--- src/rtl/hazard_fwd_ctl.sv ---
// Hazard and forwarding controller for an in-order 5-stage MIPS pipeline.
// Tracks in-flight destinations from EX onward; drives stall, bubble, EX hold and forward selects.
module hazard_fwd_ctl #(
  parameter int RW         = 5,
  parameter int DEPTH      = 2,
  parameter int LOAD_STAGE = 2,
  parameter int CW         = 5,
  parameter int FW         = $clog2(DEPTH + 1)
) (
  input  logic          clk,
  input  logic          reset,
  input  logic          iss_valid_i,
  input  logic [RW-1:0] iss_rs_i,
  input  logic [RW-1:0] iss_rt_i,
  input  logic          iss_use_rs_i,
  input  logic          iss_use_rt_i,
  input  logic [RW-1:0] iss_rd_i,
  input  logic          iss_reg_wr_i,
  input  logic          iss_load_i,
  input  logic [CW-1:0] iss_mc_cyc_i,
  input  logic          flush_i,
  output logic          stall_o,
  output logic          bubble_o,
  output logic          ex_hold_o,
  output logic [FW-1:0] fwd_a_o,
  output logic [FW-1:0] fwd_b_o,
  output logic [CW-1:0] mc_cnt_o
);

  // Control state (reset): per-stage valid and multicycle counter.
  logic [DEPTH:0] v_q, v_d;
  logic [CW-1:0]  mc_cnt_q, mc_cnt_d;

  // Payload state (no reset): only meaningful where the matching valid is set.
  logic [DEPTH:0] wr_q, ld_q;
  logic [RW-1:0]  rd_q [DEPTH+1];
  logic [RW-1:0]  rs0_q, rt0_q;
  logic           use_rs0_q, use_rt0_q;

  logic hold, lu, load0;

  function automatic logic hit_f(input logic v, input logic wr,
                                 input logic [RW-1:0] rd, input logic [RW-1:0] r);
    return v & wr & (rd == r) & (r != '0);
  endfunction

  // Load-use: a load too young to forward matches an ISS source.
  always_comb begin
    lu = 1'b0;
    for (int j = 0; j <= DEPTH; j++) begin
      if (j < LOAD_STAGE - 1 && ld_q[j]) begin
        if (iss_use_rs_i && hit_f(v_q[j], wr_q[j], rd_q[j], iss_rs_i)) lu = 1'b1;
        if (iss_use_rt_i && hit_f(v_q[j], wr_q[j], rd_q[j], iss_rt_i)) lu = 1'b1;
      end
    end
  end

  // Descending scan so the youngest matching stage wins.
  always_comb begin
    fwd_a_o = '0;
    fwd_b_o = '0;
    for (int k = DEPTH; k >= 1; k--) begin
      if (v_q[0] && use_rs0_q && hit_f(v_q[k], wr_q[k], rd_q[k], rs0_q)) fwd_a_o = FW'(k);
      if (v_q[0] && use_rt0_q && hit_f(v_q[k], wr_q[k], rd_q[k], rt0_q)) fwd_b_o = FW'(k);
    end
  end

  assign hold      = (mc_cnt_q != '0);
  assign ex_hold_o = hold;
  assign stall_o   = hold | (lu & ~flush_i);
  assign bubble_o  = ~hold & (lu | flush_i);
  assign mc_cnt_o  = mc_cnt_q;
  assign load0     = iss_valid_i & ~bubble_o & ~flush_i;

  always_comb begin
    v_d      = v_q;
    mc_cnt_d = mc_cnt_q;
    if (hold) begin
      v_d[1]   = 1'b0;
      mc_cnt_d = mc_cnt_q - CW'(1);
    end else begin
      v_d[0]   = load0;
      v_d[1]   = v_q[0];
      mc_cnt_d = (load0 && iss_mc_cyc_i != '0) ? iss_mc_cyc_i : '0;
    end
    for (int k = 2; k <= DEPTH; k++) v_d[k] = v_q[k-1];
  end

  always_ff @(posedge clk or posedge reset) begin
    if (reset) begin
      v_q      <= '0;
      mc_cnt_q <= '0;
    end else begin
      v_q      <= v_d;
      mc_cnt_q <= mc_cnt_d;
    end
  end

  // Stage 1 copies stage 0 even during a hold; its valid is cleared instead.
  always_ff @(posedge clk) begin
    if (!hold) begin
      rd_q[0]   <= iss_rd_i;
      wr_q[0]   <= iss_reg_wr_i;
      ld_q[0]   <= iss_load_i;
      rs0_q     <= iss_rs_i;
      rt0_q     <= iss_rt_i;
      use_rs0_q <= iss_use_rs_i;
      use_rt0_q <= iss_use_rt_i;
    end
    for (int k = 1; k <= DEPTH; k++) begin
      rd_q[k] <= rd_q[k-1];
      wr_q[k] <= wr_q[k-1];
      ld_q[k] <= ld_q[k-1];
    end
  end

endmodule

--- config.mk ---
export PLATFORM = sky130hd
export DESIGN_NAME = hazard_fwd_ctl
export DESIGN_NICKNAME = d
export VERILOG_FILES = /design/src/rtl/hazard_fwd_ctl.sv
export SDC_FILE = /design/constraint.sdc
export NUM_CORES = 1
export LEC_CHECK = 0
export BUFFER_PORTS_ARGS = -buffer_cell sky130_fd_sc_hd__buf_2
export CAP_MARGIN = 30
export CELL_PAD_IN_SITES_DETAIL_PLACEMENT = 2
export CELL_PAD_IN_SITES_GLOBAL_PLACEMENT = 2
export CORE_MARGIN = 2
export CORE_UTILIZATION = 30
export DETAILED_ROUTE_END_ITERATION = 12
export PLACE_DENSITY_LB_ADDON = 0.1
export SLEW_MARGIN = 20
export SYNTH_ARGS = -nofsm -noshare
export SYNTH_HDL_FRONTEND = slang
export SYNTH_SLANG_ARGS = --single-unit
--- constraint.sdc ---
create_clock -name clk -period 3.1 [get_ports clk]
set_input_delay 0.93 -clock clk [delete_from_list [all_inputs] [get_ports clk]]
set_output_delay 0.93 -clock clk [all_outputs]
set_load 0.01 [all_outputs]
==> metrics.csv <==
metric;value;unit
status;complete, but fails checks;
failing checks;setup timing;
Port Buffer Count;39;
final worst path period share;100;%
setup ws final;-0.00665;ns
CTS tree;yes;
met3 routed WL;160;microns
Routability Congestion;0.784;
Ys Warns;0;
DP Area;1950;sq um
P_leak;0.860;nW
std cell rows;26;
vias in the first global route;1263;
clk_lat worst skew;0.29;ns
NumNets Final;204;
Mean Syn Cell Area;13.4;sq um
worst slack at placement;-0.0822;ns
GRT Util Overall;14.7;%
register bit total from synthesis;39;
Hold WC Path Type;reg2reg;
Initial DRC Count;64;
layout cells sized above 1;36.4;%
post-route ant nets;0;
largest cells by area after synthesis;edfxtp_1, dfxtp_1, dfrtp_1, xnor2_1, xor2_1;
DIE AREA;5990;sq um
CP endpoint kind;output pin;
DRT Pass-1 Iters;4;
element type at the critical path start;input port;
via/cell ratio;4.69;
VDD IR-drop max;0.346;mV
post-synthesis instance area;1620;sq um
clock sinks;39;
deepest clock path buffer count;2;
worst-margin pin slew;0.482;ns
most frequent cells in the layout;buf_2, edfxtp_1, xnor2_1, xor2_1, dfxtp_1;
f_max;322;MHz
sequential area share after synthesis;62.5;%
skew final;0.00469;ns
WL met1;1750;microns
DR DRC count;0;
share of the synthesized area in the top cell type;35.3;%
relative max-transition margin;67.8;%
post-synth top area cell;edfxtp_1;
initial antenna violation count;0;
Design Area, Final;2120;sq um
Max-Cap Viols;0;
final WL;3960;microns
Max Used Layer;met4;
grt total ovfl;0;
clk root buf;clkbuf_8;
Final setup viols;1;
Mapped Nets;150;
critical path data required time;2.17;ns
# IOs;40;
die height;77.4;microns
CTS H-tree depth;2;
vias;1153;
Slew Viols, Final;0;
count of cell types in the netlist;30;
Post-Syn Instances;121;
TNS Setup;-0.00665;ns
Power Density;773;nW/um^2
routed wire length per instance;16.1;microns
first-pass GRT wire length;6640;microns
Post-DP HPWL;3140;microns
antenna diode count;0;
Arr. time, crit path;2.18;ns
Final Critical Period;3.11;ns
Setup Crit Path Kind;in2out;
Num CTS Buffers;5;
core area;5140;sq um
die width;77.4;microns
largest net degree at the start of global routing;23;
Tot Pwr;0.00164;W
RSZ-0062 raised after global routing;yes;
Synth-to-Final Area Change;31.4;%
CTS clk-pin slew, worst paths;0.08;ns
Initial Util;31.5;%
Hold Vio Cnt, Final;0;
commonest non-fill, non-tap cell in the layout;buf_2;
DR WL met2;2000;microns
maximum fanout along the worst path;2;
registers in the layout (all words and copies together) (netlist names):
name	count
wr_q	3
use_rt0_q	1
ld_q	1
v_q	3
rt0_q	5
use_rs0_q	1
rd_q	15
mc_cnt_o	5
rs0_q	5
metrics by stage:
| stage | utilization, % | hold WS, ns | instances |
|---|---|---|---|
| 2_1_floorplan | - | 0.331 | 121 |
| 3_3_place_gp | 37.9 | 0.340 | 237 |
| 3_5_place_dp | 37.9 | 0.343 | 237 |
| 4_1_cts | 40.6 | 0.358 | 245 |
| 5_1_grt | 41.3 | 0.365 | 246 |
| 6_report | 41.3 | 0.357 | 246 |
cells in the mapped netlist:
library cell	count
a211oi_2	1
a21bo_1	1
a21o_2	1
a21oi_1	3
a22o_1	3
and2_1	1
and2_2	1
buf_6	1
clkinv_4	1
dfrtp_1	8
dfxtp_1	12
edfxtp_1	19
ha_1	1
inv_1	5
nand2_1	1
nand2b_1	1
nand3_1	1
nand3_2	1
nand4_1	5
nor2_1	1
nor3_1	5
nor4_1	7
o2111ai_1	1
o211ai_1	2
o21ai_0	3
o2bb2ai_1	1
or3_1	1
or4_1	3
xnor2_1	15
xor2_1	15
repair_timing:
action,CTS,global route
setup buffers,0,1
setup endpoints to repair,2,2
resized for setup,5,6
pin swaps,3,2
hold buffers,0,0
hold endpoints to repair,0,0
power by group:
group          leakage [nW]  total, W  switching (W)  internal (W)
registers             0.377  0.000797       0.000115      0.000682
clock network        0.0618  0.000440       0.000183      0.000257
logic                 0.422  0.000405       0.000209      0.000196
cell type report:
class / count / area (sq um)
Clock buffer: 8 / 123
Fill cell: 569 / 3020
Inverter: 6 / 27.5
Multi-Input combinational cell: 75 / 601
Sequential cell: 39 / 1010
Tap cell: 70 / 87.6
Timing Repair Buffer: 48 / 275
final timing paths:
path,slack (ns),cells past startpoint,start,end
max,-0.007,7,iss_rt_i[0],stall_o
min,0.36,0,wr_q[1]$_DFF_P_,wr_q[2]$_DFF_P_
min in group asynchronous,0.58,2,reset,mc_cnt_o[4]$_DFF_PP0_
max in group asynchronous,2.28,2,reset,v_q[0]$_DFFE_PP0P_
min reg2reg,0.36,0,wr_q[1]$_DFF_P_,wr_q[2]$_DFF_P_
max reg2reg,0.66,9,mc_cnt_o[0]$_DFF_PP0_,mc_cnt_o[2]$_DFF_PP0_
cells by family (layout without fill, tap and decap cells):
| family | after synthesis | after routing | synth area share, % |
|---|---|---|---|
| compound gates | 16 | 16 | 7.43 |
| xor+xnor | 30 | 30 | 16.3 |
| fa+ha+maj | 1 | 1 | 0.774 |
| buf+inv | 7 | 62 | 2.40 |
| flops | 39 | 39 | 62.5 |
| simple gates | 28 | 28 | 10.6 |
layer usage:
layer / vias up / global-route usage, %
li1: 550 / -
met1: 568 / 18.9
met2: 31 / 24.4
met3: 4 / 3.37
met4: 0 / 4.82
met5: - / 0
critical path: stages:
cell and delay (ns):
buf_6 0.09, or4_4 0.53, a21oi_4 0.16, nor4_4 0.07, a21oi_2 0.15, o21ai_1 0.09
buf_2 0.14
(Power assumes the default switching activity.)
